**src/rtl/spi_wb_pkg.sv**
```systemverilog
// Shared types and constants for the SPI-slave to Wishbone bridge.
package spi_wb_pkg;

  typedef enum logic [1:0] {IDLE, CMD, DATA} frame_state_t;
  typedef enum logic [1:0] {WB_IDLE, WB_READ, WB_WRITE} wb_state_t;

  localparam int unsigned CMD_RW_BIT         = 7;
  localparam int unsigned STATUS_OVERRUN_BIT = 7;
  localparam int unsigned STATUS_TIMEOUT_BIT = 6;
  localparam logic [7:0]  TX_FILL_BYTE       = 8'hFF;

  // One Wishbone request as issued by the frame logic
  typedef struct packed {
    logic       we;
    logic [6:0] addr;
    logic [7:0] data;
  } wb_req_t;

  function automatic logic [7:0] status_byte(input logic overrun, input logic timeout);
    logic [7:0] s;
    s = 8'h00;
    s[STATUS_OVERRUN_BIT] = overrun;
    s[STATUS_TIMEOUT_BIT] = timeout;
    return s;
  endfunction

endpackage

```
**src/rtl/spi_slave_wb_bridge_if.sv**
```systemverilog
// SPI pins plus Wishbone master bus of the bridge; slave = bridge side.
interface spi_slave_wb_bridge_if #(
  parameter int unsigned ADDR_WIDTH = 7
);
  logic                  sck;
  logic                  cs;
  logic                  mosi;
  logic                  miso;
  logic                  miso_oe;
  logic [ADDR_WIDTH-1:0] ADR_O;
  logic [7:0]            DAT_O;
  logic [7:0]            DAT_I;
  logic                  WE_O;
  logic                  CYC_O;
  logic                  STB_O;
  logic                  ACK_I;
  logic                  busy;

  modport slave (
    input  sck, cs, mosi, DAT_I, ACK_I,
    output miso, miso_oe, ADR_O, DAT_O, WE_O, CYC_O, STB_O, busy
  );

  modport master (
    output sck, cs, mosi, DAT_I, ACK_I,
    input  miso, miso_oe, ADR_O, DAT_O, WE_O, CYC_O, STB_O, busy
  );
endinterface

```
**src/rtl/spi_edge_sync.sv**
```systemverilog
// Multi-flop synchroniser for one asynchronous input with registered rise/fall pulses.
module spi_edge_sync #(
  parameter int unsigned SYNC_STAGES = 2,
  parameter logic        RST_VAL     = 1'b0
) (
  input  logic clk_i,
  input  logic rst_ni,
  input  logic d_i,
  output logic rise_o,
  output logic fall_o
);

  logic [SYNC_STAGES-1:0] sync_q;
  logic                   prev_q;
  logic                   rise_q;
  logic                   fall_q;

  // Pulse appears SYNC_STAGES+1 cycles after the pin edge
  always_ff @(posedge clk_i) begin
    if (!rst_ni) begin
      sync_q <= {SYNC_STAGES{RST_VAL}};
      prev_q <= RST_VAL;
      rise_q <= 1'b0;
      fall_q <= 1'b0;
    end else begin
      sync_q <= {sync_q[SYNC_STAGES-2:0], d_i};
      prev_q <= sync_q[SYNC_STAGES-1];
      rise_q <= sync_q[SYNC_STAGES-1] & ~prev_q;
      fall_q <= ~sync_q[SYNC_STAGES-1] & prev_q;
    end
  end

  assign rise_o = rise_q;
  assign fall_o = fall_q;

endmodule

```
**src/rtl/spi_slave_wb_bridge.sv**
```systemverilog
// SPI mode-0 slave that turns {rw,addr} + data frames into Wishbone master cycles.
module spi_slave_wb_bridge
  import spi_wb_pkg::*;
#(
  parameter int unsigned SYNC_STAGES = 2,
  parameter int unsigned ADDR_WIDTH  = 7,
  parameter int unsigned WB_TIMEOUT  = 15
) (
  input logic                 CLK_I,
  input logic                 RST_I,
  spi_slave_wb_bridge_if.slave bus
);

  localparam int unsigned TMO_W = $clog2(WB_TIMEOUT + 1);

  logic sck_rise, sck_fall, cs_rise, cs_fall, mosi_s;

  logic [SYNC_STAGES-1:0] mosi_sync_q;

  frame_state_t          frame_q, frame_d;
  wb_state_t             wb_q, wb_d;
  logic [2:0]            bit_cnt_q, bit_cnt_d;
  logic [6:0]            rx_shift_q, rx_shift_d;
  logic [7:0]            tx_shift_q, tx_shift_d;
  logic                  byte_end_q, byte_end_d;
  logic                  rw_q, rw_d;
  logic [6:0]            addr_q, addr_d;
  logic                  overrun_q, overrun_d;
  logic                  timeout_q, timeout_d;
  logic [7:0]            rd_data_q, rd_data_d;
  logic                  rd_valid_q, rd_valid_d;
  logic                  cyc_q, cyc_d;
  logic                  we_q, we_d;
  logic [ADDR_WIDTH-1:0] adr_q, adr_d;
  logic [7:0]            dat_q, dat_d;
  logic [TMO_W-1:0]      tmo_q, tmo_d;
  logic                  miso_oe_q, miso_oe_d;
  logic                  busy_q, busy_d;

  logic       launch;
  wb_req_t    req;
  logic [7:0] rx_byte;
  logic [6:0] next_addr;

  spi_edge_sync #(.SYNC_STAGES(SYNC_STAGES), .RST_VAL(1'b0)) u_sck_sync (
    .clk_i (CLK_I),
    .rst_ni(RST_I),
    .d_i   (bus.sck),
    .rise_o(sck_rise),
    .fall_o(sck_fall)
  );

  spi_edge_sync #(.SYNC_STAGES(SYNC_STAGES), .RST_VAL(1'b1)) u_cs_sync (
    .clk_i (CLK_I),
    .rst_ni(RST_I),
    .d_i   (bus.cs),
    .rise_o(cs_rise),
    .fall_o(cs_fall)
  );

  assign mosi_s = mosi_sync_q[SYNC_STAGES-1];

  always_ff @(posedge CLK_I) begin
    if (!RST_I) begin
      mosi_sync_q <= '0;
      frame_q     <= IDLE;
      wb_q        <= WB_IDLE;
      bit_cnt_q   <= 3'd0;
      rx_shift_q  <= 7'd0;
      tx_shift_q  <= 8'h00;
      byte_end_q  <= 1'b0;
      rw_q        <= 1'b0;
      addr_q      <= 7'd0;
      overrun_q   <= 1'b0;
      timeout_q   <= 1'b0;
      rd_data_q   <= 8'h00;
      rd_valid_q  <= 1'b0;
      cyc_q       <= 1'b0;
      we_q        <= 1'b0;
      adr_q       <= '0;
      dat_q       <= 8'h00;
      tmo_q       <= '0;
      miso_oe_q   <= 1'b0;
      busy_q      <= 1'b0;
    end else begin
      mosi_sync_q <= {mosi_sync_q[SYNC_STAGES-2:0], bus.mosi};
      frame_q     <= frame_d;
      wb_q        <= wb_d;
      bit_cnt_q   <= bit_cnt_d;
      rx_shift_q  <= rx_shift_d;
      tx_shift_q  <= tx_shift_d;
      byte_end_q  <= byte_end_d;
      rw_q        <= rw_d;
      addr_q      <= addr_d;
      overrun_q   <= overrun_d;
      timeout_q   <= timeout_d;
      rd_data_q   <= rd_data_d;
      rd_valid_q  <= rd_valid_d;
      cyc_q       <= cyc_d;
      we_q        <= we_d;
      adr_q       <= adr_d;
      dat_q       <= dat_d;
      tmo_q       <= tmo_d;
      miso_oe_q   <= miso_oe_d;
      busy_q      <= busy_d;
    end
  end

  always_comb begin
    frame_d    = frame_q;
    wb_d       = wb_q;
    bit_cnt_d  = bit_cnt_q;
    rx_shift_d = rx_shift_q;
    tx_shift_d = tx_shift_q;
    byte_end_d = byte_end_q;
    rw_d       = rw_q;
    addr_d     = addr_q;
    overrun_d  = overrun_q;
    timeout_d  = timeout_q;
    rd_data_d  = rd_data_q;
    rd_valid_d = rd_valid_q;
    cyc_d      = cyc_q;
    we_d       = we_q;
    adr_d      = adr_q;
    dat_d      = dat_q;
    tmo_d      = tmo_q;
    miso_oe_d  = miso_oe_q;
    launch     = 1'b0;
    req        = '0;
    rx_byte    = {rx_shift_q, mosi_s};
    next_addr  = addr_q + 7'd1;

    // Frame side: shifters, address counter and request generation
    if (cs_rise) begin
      frame_d    = IDLE;
      byte_end_d = 1'b0;
      miso_oe_d  = 1'b0;
    end else begin
      case (frame_q)
        IDLE: begin
          if (cs_fall) begin
            frame_d    = CMD;
            bit_cnt_d  = 3'd0;
            byte_end_d = 1'b0;
            tx_shift_d = status_byte(overrun_q, timeout_q);
            overrun_d  = 1'b0;
            timeout_d  = 1'b0;
            rd_valid_d = 1'b0;
            miso_oe_d  = 1'b1;
          end
        end
        CMD, DATA: begin
          if (sck_rise) begin
            rx_shift_d = rx_byte[6:0];
            bit_cnt_d  = bit_cnt_q + 3'd1;
            if (bit_cnt_q == 3'd7) begin
              byte_end_d = 1'b1;
              if (frame_q == CMD) begin
                frame_d = DATA;
                rw_d    = rx_byte[CMD_RW_BIT];
                addr_d  = rx_byte[6:0];
                if (wb_q == WB_IDLE) adr_d = ADDR_WIDTH'(rx_byte[6:0]);
                if (rx_byte[CMD_RW_BIT]) begin
                  launch   = 1'b1;
                  req.we   = 1'b0;
                  req.addr = rx_byte[6:0];
                end
              end else if (!rw_q) begin
                launch   = 1'b1;
                req.we   = 1'b1;
                req.addr = addr_q;
                req.data = rx_byte;
                addr_d   = next_addr;
              end else begin
                launch   = 1'b1;
                req.we   = 1'b0;
                req.addr = next_addr;
                addr_d   = next_addr;
              end
            end
          end
          // The fall after a byte's last rise presents the next byte instead of shifting
          if (sck_fall) begin
            if (byte_end_q) begin
              byte_end_d = 1'b0;
              if (!rw_q) begin
                tx_shift_d = 8'h00;
              end else if (rd_valid_q) begin
                tx_shift_d = rd_data_q;
                rd_valid_d = 1'b0;
              end else begin
                tx_shift_d = TX_FILL_BYTE;
                overrun_d  = 1'b1;
              end
            end else begin
              tx_shift_d = {tx_shift_q[6:0], 1'b0};
            end
          end
        end
        default: frame_d = IDLE;
      endcase
    end

    // Wishbone side: one outstanding cycle, ended by ACK_I or timeout
    case (wb_q)
      WB_IDLE: begin
        if (launch) begin
          wb_d  = req.we ? WB_WRITE : WB_READ;
          cyc_d = 1'b1;
          we_d  = req.we;
          adr_d = ADDR_WIDTH'(req.addr);
          tmo_d = '0;
          if (req.we) dat_d = req.data;
        end
      end
      WB_READ, WB_WRITE: begin
        if (launch) overrun_d = 1'b1;
        if (bus.ACK_I) begin
          wb_d  = WB_IDLE;
          cyc_d = 1'b0;
          we_d  = 1'b0;
          if (wb_q == WB_READ) begin
            rd_data_d  = bus.DAT_I;
            rd_valid_d = 1'b1;
          end
        end else if (tmo_q == TMO_W'(WB_TIMEOUT - 1)) begin
          wb_d      = WB_IDLE;
          cyc_d     = 1'b0;
          we_d      = 1'b0;
          timeout_d = 1'b1;
          if (wb_q == WB_READ) begin
            rd_data_d  = TX_FILL_BYTE;
            rd_valid_d = 1'b1;
          end
        end else begin
          tmo_d = tmo_q + TMO_W'(1);
        end
      end
      default: wb_d = WB_IDLE;
    endcase

    busy_d = (frame_d != IDLE) | cyc_d;
  end

  assign bus.miso    = tx_shift_q[7];
  assign bus.miso_oe = miso_oe_q;
  assign bus.ADR_O   = adr_q;
  assign bus.DAT_O   = dat_q;
  assign bus.WE_O    = we_q;
  assign bus.CYC_O   = cyc_q;
  assign bus.STB_O   = cyc_q;
  assign bus.busy    = busy_q;

endmodule

```
**src/flat_wrapper.sv**
```systemverilog
// flat-port wrapper written by rule: the top's interface ports become plain ports
module spi_slave_wb_bridge_flat import spi_wb_pkg::*;
#(
  parameter int unsigned SYNC_STAGES = 2,
  parameter int unsigned ADDR_WIDTH  = 7,
  parameter int unsigned WB_TIMEOUT  = 15
)
  (CLK_I, RST_I, bus_sck, bus_cs, bus_mosi, bus_DAT_I, bus_ACK_I, bus_miso, bus_miso_oe, bus_ADR_O, bus_DAT_O, bus_WE_O, bus_CYC_O, bus_STB_O, bus_busy);
  spi_slave_wb_bridge_if #(.ADDR_WIDTH(ADDR_WIDTH)) bus_i ();
  input logic CLK_I;
  input logic RST_I;
  input wire logic [$bits(bus_i.sck)-1:0] bus_sck;
  input wire logic [$bits(bus_i.cs)-1:0] bus_cs;
  input wire logic [$bits(bus_i.mosi)-1:0] bus_mosi;
  input wire logic [$bits(bus_i.DAT_I)-1:0] bus_DAT_I;
  input wire logic [$bits(bus_i.ACK_I)-1:0] bus_ACK_I;
  output wire logic [$bits(bus_i.miso)-1:0] bus_miso;
  output wire logic [$bits(bus_i.miso_oe)-1:0] bus_miso_oe;
  output wire logic [$bits(bus_i.ADR_O)-1:0] bus_ADR_O;
  output wire logic [$bits(bus_i.DAT_O)-1:0] bus_DAT_O;
  output wire logic [$bits(bus_i.WE_O)-1:0] bus_WE_O;
  output wire logic [$bits(bus_i.CYC_O)-1:0] bus_CYC_O;
  output wire logic [$bits(bus_i.STB_O)-1:0] bus_STB_O;
  output wire logic [$bits(bus_i.busy)-1:0] bus_busy;
  assign bus_i.sck = bus_sck;
  assign bus_i.cs = bus_cs;
  assign bus_i.mosi = bus_mosi;
  assign bus_i.DAT_I = bus_DAT_I;
  assign bus_i.ACK_I = bus_ACK_I;
  assign bus_miso = bus_i.miso;
  assign bus_miso_oe = bus_i.miso_oe;
  assign bus_ADR_O = bus_i.ADR_O;
  assign bus_DAT_O = bus_i.DAT_O;
  assign bus_WE_O = bus_i.WE_O;
  assign bus_CYC_O = bus_i.CYC_O;
  assign bus_STB_O = bus_i.STB_O;
  assign bus_busy = bus_i.busy;
  spi_slave_wb_bridge #(.SYNC_STAGES(SYNC_STAGES), .ADDR_WIDTH(ADDR_WIDTH), .WB_TIMEOUT(WB_TIMEOUT)) u_core (.CLK_I(CLK_I), .RST_I(RST_I), .bus(bus_i));
endmodule
```
**config.mk**
```make
export PLATFORM = sky130hd
export DESIGN_NAME = spi_slave_wb_bridge_flat
export DESIGN_NICKNAME = d
export VERILOG_FILES = /design/src/rtl/spi_wb_pkg.sv /design/src/rtl/spi_slave_wb_bridge_if.sv /design/src/rtl/spi_edge_sync.sv /design/src/rtl/spi_slave_wb_bridge.sv /design/src/flat_wrapper.sv
export SDC_FILE = /design/constraint.sdc
export NUM_CORES = 1
export LEC_CHECK = 0
export ABC_AREA = 1
export CAP_MARGIN = 30
export CORE_AREA = 8 8 99 101
export CTS_CLUSTER_DIAMETER = 60
export CTS_CLUSTER_SIZE = 14
export DETAILED_ROUTE_END_ITERATION = 16
export DIE_AREA = 0 0 107 109
export PLACE_DENSITY_LB_ADDON = 0.12
export SETUP_SLACK_MARGIN = 0.15
export SLEW_MARGIN = 20
export SYNTH_ARGS = -nofsm -noshare
export SYNTH_HDL_FRONTEND = slang
export SYNTH_HIERARCHICAL = 1
export SYNTH_SLANG_ARGS = --single-unit
```
**constraint.sdc**
```tcl
create_clock -name CLK_I -period 4.1 [get_ports CLK_I]
set_input_delay 1.025 -clock CLK_I [delete_from_list [all_inputs] [get_ports CLK_I]]
set_output_delay 1.025 -clock CLK_I [all_outputs]
set_load 0.02 [all_outputs]
```
# Yosys cells after proc, flatten, opt, wreduce, memory -nomap -nowiden

Cells that the tools add are included.

Register bits after elaboration: 77
Latch bits: 0
Memory bits (writable): 0
Bits in read-only memories: 0
Bits of input ports: 14
Output and inout port bits: 21
Memories kept: 0

Add/subtract/negate cells: 3
$mul: 0
Divide/modulo/power cells: 0
$lt $le $gt $ge: 0
Eq/ne operators: 13
Shift operators: 0
Muxes and demuxes: 91
Bitwise gates (word level): 11
Reduce and logical (&&, ||, !) cells: 21

Operators by type and width:

| kind                                                | number |
|---|---|
| two-way mux 8 bit                                   | 13 |
| two-way mux 7 bit                                   | 10 |
| two-way mux 16 bit                                  | 4 |
| two-way mux 1 bit                                   | 40 |
| two-way mux 2 bit                                   | 9 |
| one-hot mux 8 bit (2 select lines)                  | 1 |
| AND reduction 4 bit                                 | 4 |
| two-way mux 4 bit                                   | 3 |
| AND reduction 3 bit                                 | 4 |
| != test 2 bit, second input constant                | 5 |
| one-hot mux 1 bit (2 select lines)                  | 5 |
| one-hot mux 2 bit (2 select lines)                  | 2 |
| one-hot mux 4 bit (2 select lines)                  | 1 |
| nonzero test 2 bit                                  | 4 |
| adder 7 x 1 -> 7 bit, second input constant         | 1 |
| two-way mux 3 bit                                   | 2 |
| NOT 1 bit                                           | 6 |
| one-hot mux 3 bit (2 select lines)                  | 1 |
| AND reduction 2 bit                                 | 3 |
| OR reduction 2 bit                                  | 3 |
| AND reduction 5 bit                                 | 1 |
| adder 4 x 1 -> 4 bit, second input constant         | 1 |
| AND 1 bit                                           | 4 |
| equality test 2 x 1 -> 1 bit, second input constant | 2 |
| 8 further kinds                                     | 10 |

# Depth between registers and ports, before layout

Gate-level depths: netlist of the first run.

Depth after elaboration: 10
Mapped depth: 10
Mapped depth without buffers: 10

# Hierarchy

Netlist of the first run, hierarchy kept.

Modules (own cells, without submodules):

| module              | instances | cells an instance | area each (um^2) |
|---|---|---|---|
| spi_slave_wb_bridge | 1         | 462               | 3,334.4 |
| spi_edge_sync       | 2         | 14                | 136.4 |

# Worst setup path after synthesis of the first run

No wires, ideal clock.

Path type: input to register
Start: input bus_ACK_I
End: register u_core.tmo_q[1]
Arrival time: 1.809 ns
Data required time: 4.030 ns
Setup slack: 2.220 ns
Cell stages on the path: 6
Buffers on the path: 1
Path through: inv_1 clkbuf_1 nand3_1 nor2_1 nand3_1 a21oi_1

Longest elaborated chain between the ends: 2

Ends and longest elaborated chain:

| item                          | line                       | source |
|---|---|---|
| start, declared               | flat_wrapper.sv:16         | `input wire logic [$bits(bus_i.ACK_I)-1:0] bus_ACK_I;` |
| != test 2 bit (no line)       | -                          |  |
| AND reduction 4 bit (no line) | -                          |  |
| end signal, assigned          | spi_slave_wb_bridge.sv:103 | `tmo_q <= tmo_d;` |
| end, declared                 | spi_slave_wb_bridge.sv:36  | `logic [TMO_W-1:0] tmo_q, tmo_d;` |

No other way between the ends.
A chain may end at the register's enable or synchronous reset.

# Worst setup path in the final report of the first run

Start: register u_core.frame_q[0]
End: register u_core.wb_q[0]

Longest elaborated chain between the ends: 9
Elaborated cells on any way between the ends: 18
Those cells by class: 3 x eq/ne; 13 x mux; 2 x reduce/logical

Ends and longest elaborated chain:

| item                               | line                                                   | source |
|---|---|---|
| start, declared                    | spi_slave_wb_bridge.sv:20                              | `frame_state_t frame_q, frame_d;` |
| start signal, assigned             | spi_slave_wb_bridge.sv:87                              | `frame_q <= frame_d;` |
| equality test 2 x 1 -> 1 bit       | spi_slave_wb_bridge.sv:139, spi_slave_wb_bridge.sv:158 |  |
| two-way mux 8 bit                  | spi_slave_wb_bridge.sv:158                             | `if (frame_q == CMD) begin` |
| two-way mux 16 bit                 | spi_slave_wb_bridge.sv:156                             | `if (bit_cnt_q == 3'd7) begin` |
| two-way mux 16 bit                 | spi_slave_wb_bridge.sv:153                             | `if (sck_rise) begin` |
| two-way mux 16 bit                 | spi_slave_wb_bridge.sv:139                             | `case (frame_q)` |
| two-way mux 16 bit                 | spi_slave_wb_bridge.sv:134                             | `if (cs_rise) begin` |
| two-way mux 2 bit                  | spi_slave_wb_bridge.sv:208                             | `wb_d = req.we ? WB_WRITE : WB_READ;` |
| two-way mux 2 bit                  | spi_slave_wb_bridge.sv:207                             | `if (launch) begin` |
| one-hot mux 2 bit (2 select lines) | spi_slave_wb_bridge.sv:205                             | `case (wb_q)` |
| end signal, assigned               | spi_slave_wb_bridge.sv:88                              | `wb_q <= wb_d;` |
| end, declared                      | spi_slave_wb_bridge.sv:21                              | `wb_state_t wb_q, wb_d;` |

Several ways; a longest one is shown, not always the timed one. The select of a mux whose other input is x is not followed.

==> impl_metrics.csv, run 1 <==
group,metric,value,unit
sta,min_period,2.35,ns
power_and_ir_drop,pwr-share-comb,0.058,
status,status,"completed",
clocking,numClockSinks,77,
setup_path,critical_path.max_stage_delay,0.57,ns
global_route,grt_max_degree,56,
drt,ant_nets,0,
setup_path,path_max_fanout,19,
synth,synth_seq_cells,77,
sta,finalSetupViolCount,0,
synth,yosysSeqAreaShare,0.427,
placed_design,pre_cts_ws,1.60,ns
placed_design,hpwl,5.93,mm
setup_path,cp_slowest_cell,"ha_1",
final_layout,fin_area,4210,um^2
placed_design,placed_area,4000,um^2
setup_path,crit_type,"reg -> reg",
sta,hold_violations,0,
die,dieArea,11700,um^2
placed_design,routabilityCongestion,0.840,
final_layout,n_fill_cell,838,
sta,fin_crit_sh,0.574,
final_layout,final_common_cell,"nand2_1",
placed_design,placedCellCount,617,
sta,finClkSkew,0.00868,ns
die,die_w,107,um
setup_path,critPathCaptureType,"register",
clocking,ctsHoldBuffers,0,
clocking,cts_made_buffers,9,
die,ios,35,
drt,drtIter0Drc,143,
global_route,antenna_found_initial,0,
clocking,cts_htree_levels,3,
drt,first_pass_iters,5,
clocking,cts_tree,"done",
synth,synthesis.nets,516,
die,num_rows,34,
synth,yosys_warnings,6,
setup_path,path_common_cell,"inv_1",
sta,tightest_slew,0.749,ns
power_and_ir_drop,p_leak,1.68,nW
synth,syn_avg_cell_area,7.36,um^2
synth,synth.distinct_cells,32,
final_layout,diodes,0,
setup_path,r2r_start,"u_core/frame_q[0]",
placed_design,io_buffer_count,34,
clocking,cts.clk_slew.worst_paths,0.08,ns
setup_path,crit_path_start_kind,"register",
sta,drv_slew,0,
clocking,post_cts_resized,0,
worst_hold_path,hold_class,"reg -> reg",
global_route,grt_pass1_wl,14.3,mm
worst_hold_path,hold_start,"u_core/u_cs_sync/sync_q[1]",
drt,vias,3240,
final_layout,drive_gt1_frac,0.0667,
setup_path,path_cells,"inv_1, ha_1, nand2_1, nor2_8, nand3_4, inv_1, nand3_1, a21oi_1",
drt,finalWirelength,8.44,mm
global_route,grt_usage,0.151,
global_route,grt_pass1_vias,3050,
worst_hold_path,hold_path_end,"u_core/u_cs_sync/fall_o",
setup_path,cp_data_required_time,4.36,ns
power_and_ir_drop,swShare,0.239,
drt,drc,0,
power_and_ir_drop,peakVddDrop,145,uV
clocking,cts_root_buf,"clkbuf_8",
die,die_y,109,um
sta,hold_ws,0.414,ns
final_layout,final_cells,633,
clocking,clockBufferDepth,2,
sta,relSlewSlack,0.500,
sta,worst_slack,1.75,ns
worst_hold_path,hold_depth,1,
synth,syn_inst,490,
sta,setup_tns,0,ns
power_and_ir_drop,p_total,1.43,mW
setup_path,worstPathArrival,2.62,ns
power_and_ir_drop,p_sw,343,uW
drt,detail_route.wl_per_cell,13.3,um
clocking,clk_latency,0.35,ns
setup_path,r2r_slack,1.75,ns
clocking,post_cts_buffers,0,
sta,rsz0062_at_grt,"no",
final_layout,final_cell_mix,"nand2_1, dfxtp_1, o21ai_0",
synth,syn_area,3610,um^2
sta,max_freq,0.425,GHz
final_layout,final_util,0.502,
final_layout,layout-area-overhead-vs-synth,16.6,%
final_layout,nets,546,
power_and_ir_drop,clkPwrFrac,0.406,
drt,vias_per_cell,5.12,
die,core-area,8380,um^2
die,start_util,0.430,
global_route,overflow,0,
setup_path,r2r_end,"u_core/wb_q[0]",
run,maxCapViolCount,0,
power_and_ir_drop,pwr_density_cell,341,nW/um^2
power_and_ir_drop,internal_power,1.09,mW
setup_path,r2r_cells,8,
power_and_ir_drop,seq_power_share,0.536,
-- Yosys cell counts (all sizes together) --
cell type	count	area share
nand2	92	0.099
dfxtp	77	0.43
o21ai	72	0.10
inv	58	0.060
a21oi	53	0.074
nor2	50	0.059
nand3	34	0.063
ha	12	0.042
buf	9	0.017
nand4	9	0.016
clkbuf	7	0.0073
a31oi	5	0.0087
nor3	2	0.0028
o211ai	2	0.0055
o22ai	2	0.0035
xnor2	2	0.0049
clkinv	1	0.0010
nand3b	1	0.0021
nor3b	1	0.0021
o21bai	1	0.0052
-- per-layer routing --
layer	GRT usage	routed length, um
met1	0.188	3850
met2	0.250	4050
met3	0.0284	357
met4	0.0693	178
met5	0	0
-- area by class of cell --
class / count / area [um^2] / share of cell area
tap: 108 / 135 / 0.0321
clock buffer: 11 / 141 / 0.0336
sequential: 77 / 1540 / 0.367
clock inverter: 5 / 60.1 / 0.0143
timing repair buffer: 35 / 348 / 0.0827
inverter: 59 / 221 / 0.0527
multi-input combinational: 338 / 1760 / 0.418
-- power groups by stage --
stage,registers (mW),clock network [mW],logic (mW)
after global placement,0.786,0,0.0816
after detailed placement,0.787,0,0.0828
after CTS,0.769,0.599,0.0830
after floorplan,0.786,0,0.0527
after global routing,0.771,0.632,0.0933
final,0.769,0.582,0.0826
-- sequential cells by signal (all words and copies together), names as in the netlist, 2 cells and up --
name                      count
u_core/u_cs_sync/sync_q       2
u_core/bus.ADR_O              7
u_core/bit_cnt_q              3
u_core/wb_q                   2
u_core/tx_shift_q             8
u_core/u_sck_sync/sync_q      2
u_core/rx_shift_q             7
u_core/mosi_sync_q            2
u_core/addr_q                 7
u_core/rd_data_q              8
u_core/tmo_q                  4
u_core/bus.DAT_O              8
u_core/frame_q                2
-- worst max-delay path by stage --
stage | cells past startpoint | to | start | slack, ns
3_3_place_gp | 7 | u_core/rd_data_q[0] | bus_ACK_I | 1.65
2_1_floorplan | 6 | u_core/tmo_q[1] | bus_ACK_I | 2.22
4_1_cts | 1 | bus_STB_O | u_core/bus.CYC_O | 1.73
3_5_place_dp | 7 | u_core/rd_data_q[1] | bus_ACK_I | 1.60
6_report | 8 | u_core/wb_q[0] | u_core/frame_q[0] | 1.75
5_1_grt | 8 | u_core/wb_q[0] | u_core/frame_q[0] | 1.49
-- cell families after synthesis --
family          after synthesis  synth area share
simple gates                189             0.243
compound gates              135             0.197
flops                        77             0.427
buf+inv                      75            0.0853
fa+ha+maj                    12            0.0416
xor+xnor                      2           0.00486
-- worst max-delay path: cells and delay by family (launching register included) --
| family | cells | cell delay [ns] |
|---|---|---|
| adder cells (fa/ha/maj) | 1 | 0.57 |
| AND/OR/NAND/NOR | 4 | 0.88 |
| flip-flops | 1 | 0.41 |
| AO/OA/AOI/OAI | 1 | 0.16 |
| buffers and inverters | 2 | 0.25 |
Power figures use the tool's default switching activity.
==> run 2: changes to the inputs <==
- clock period: 4.1 -> 2.05 ns (I/O delays scaled with it)
==> run 2 against run 1 <==
Sequential power grew 100%. First-iteration DRC count grew 37%. Critical path depth is 7 lower. Total power rose by 110%. Highest routed layer unchanged. Sequential cell count stayed put. Critical path type is now reg -> out. Sequential share of layout area decreased by 1.3 points. Largest power group unchanged. Die area unchanged. Routed wire length is 1.5% higher. Hold slack got worse by 0.0057 ns. Global-route usage down 0.48 points.
==> impl_metrics.csv, run 2 (synthesized netlist as in run 1, its figures left out) <==
group,metric,value,unit
setup_path,worstPathArrival,1.32,ns
run,maxCapViolCount,0,
clocking,cts.clk_slew.worst_paths,0.08,ns
worst_hold_path,hold_path_end,"u_core/u_sck_sync/fall_o",
die,die_y,109,um
setup_path,r2r_start,"u_core/frame_q[0]",
worst_hold_path,hold_depth,1,
power_and_ir_drop,peakVddDrop,353,uV
setup_path,cp_data_required_time,1.54,ns
clocking,clk_latency,0.36,ns
die,dieArea,11700,um^2
setup_path,critical_path.max_stage_delay,0.62,ns
setup_path,path_max_fanout,2,
final_layout,diodes,0,
final_layout,final_cells,645,
placed_design,hpwl,6.08,mm
setup_path,cp_top_family,"buffers and inverters",
sta,min_period,1.84,ns
die,start_util,0.430,
drt,vias_per_cell,5.11,
setup_path,r2r_cells,8,
final_layout,drive_gt1_frac,0.101,
final_layout,nets,559,
sta,fin_crit_sh,0.895,
worst_hold_path,hold_start,"u_core/u_sck_sync/sync_q[1]",
die,num_rows,34,
placed_design,io_buffer_count,34,
power_and_ir_drop,pwr_density_cell,678,nW/um^2
sta,setup_tns,0,ns
drt,finalWirelength,8.56,mm
setup_path,r2r_slack,0.31,ns
placed_design,routabilityCongestion,0.848,
drt,ant_nets,0,
die,die_w,107,um
worst_hold_path,hold_class,"reg -> reg",
final_layout,final_cell_mix,"nand2_1, dfxtp_1, o21ai_0",
clocking,cts_made_buffers,9,
final_layout,n_fill_cell,833,
clocking,cts_tree,"done",
global_route,antenna_found_initial,0,
sta,max_freq,0.545,GHz
setup_path,cp_slowest_cell,"clkdlybuf4s50_1",
placed_design,placedCellCount,626,
setup_path,r2r_end,"u_core/bus.ADR_O[0]",
final_layout,ff_latch_area,1540,um^2
power_and_ir_drop,p_leak,1.78,nW
sta,rsz0062_at_grt,"no",
clocking,cts_htree_levels,3,
global_route,grt_pass1_wl,13.8,mm
clocking,cts_root_buf,"clkbuf_8",
die,ios,35,
drt,vias,3296,
sta,relSlewSlack,0.619,
setup_path,crit_type,"reg -> out",
setup_path,path_cells,"clkdlybuf4s50_1",
clocking,ctsHoldBuffers,0,
sta,finClkSkew,0.0103,ns
clocking,numClockSinks,77,
setup_path,critPathCaptureType,"output port",
sta,hold_violations,0,
sta,drv_slew,0,
global_route,overflow,0,
global_route,grt_max_degree,35,
setup_path,crit_path_start_kind,"register",
die,core-area,8380,um^2
global_route,grt_pass1_vias,3002,
status,status,"completed",
sta,finalSetupViolCount,0,
global_route,grt_usage,0.147,
sta,tightest_slew,0.572,ns
drt,drtIter0Drc,196,
drt,first_pass_iters,5,
final_layout,multi_input_area,1820,um^2
setup_path,cp_num_buf_inv,1,
final_layout,final_common_cell,"nand2_1",
drt,detail_route.wl_per_cell,13.3,um
drt,drc,0,
clocking,clockBufferDepth,2,
final_layout,layout-area-overhead-vs-synth,21.1,%
## run 2: cell types whose count changed in the layout (fill, tap and decap cells not counted), sizes merged
cell / delta
clkbuf: -2
clkinv: -1
clkdlybuf4s50: -2
nand3: +2
clkinvlp: +1
buf: +11
bufinv: +1
dlymetal6s2s: +2
## run 2: stage by stage
step	hold slack, ns	worst slack (ns)	utilization	total power [mW]	instance area, um^2
floorplan	0.380	0.379	-	1.68	3610
global placement	0.393	0.242	0.486	1.74	4070
detailed placement	0.397	0.163	0.486	1.74	4070
CTS	0.411	0.159	0.511	3.00	4290
global route	0.427	0.152	0.521	3.09	4370
finish	0.409	0.215	0.521	2.96	4370
## run 2: repair_timing
item,CTS,global route
pin swaps,0,1
buffers inserted,0,2
resized for setup,1,14
cloned,0,2
setup endpoints to repair,1,40
## run 2: worst max-delay path by stage
stage               slack [ns]           startpoint                   end  cells after the start
finish                    0.21  u_core/bus.ADR_O[0]          bus_ADR_O[0]                      1
global route              0.15  u_core/bus.ADR_O[2]          bus_ADR_O[2]                      1
CTS                       0.16     u_core/bus.CYC_O             bus_CYC_O                      1
detailed placement        0.16    u_core/frame_q[0]  u_core/tx_shift_q[7]                      8
global placement          0.24                RST_I       u_core/bus.busy                      6
floorplan                 0.38    u_core/frame_q[0]   u_core/bus.DAT_O[7]                      8
## run 2: per-layer routing
metal  routed length, um  track usage  up-vias  part of all wire
met1                3740        0.169     1495              0.44
li1                    -            -     1705                 -
met4                 160       0.0623        0             0.019
met2                4190        0.250       83              0.49
met3                 476       0.0414       13             0.056
met5                   0            0        -                 0
## run 2: layout make-up
type | count | area share
clock buffers | 9 | 0.0284
flip-flops and latches | 77 | 0.353
clock inverters | 6 | 0.0203
inverters | 59 | 0.0507
multi-input cells | 340 | 0.416
well taps | 108 | 0.0309
repair buffers | 46 | 0.101
## run 2: report_power, final
part	internal (mW)	switching (mW)	leakage, nW	total (mW)
Sequential	1.52	0.0171	0.624	1.54
Combinational	0.0689	0.109	1.05	0.178
Clock	0.678	0.568	0.101	1.25
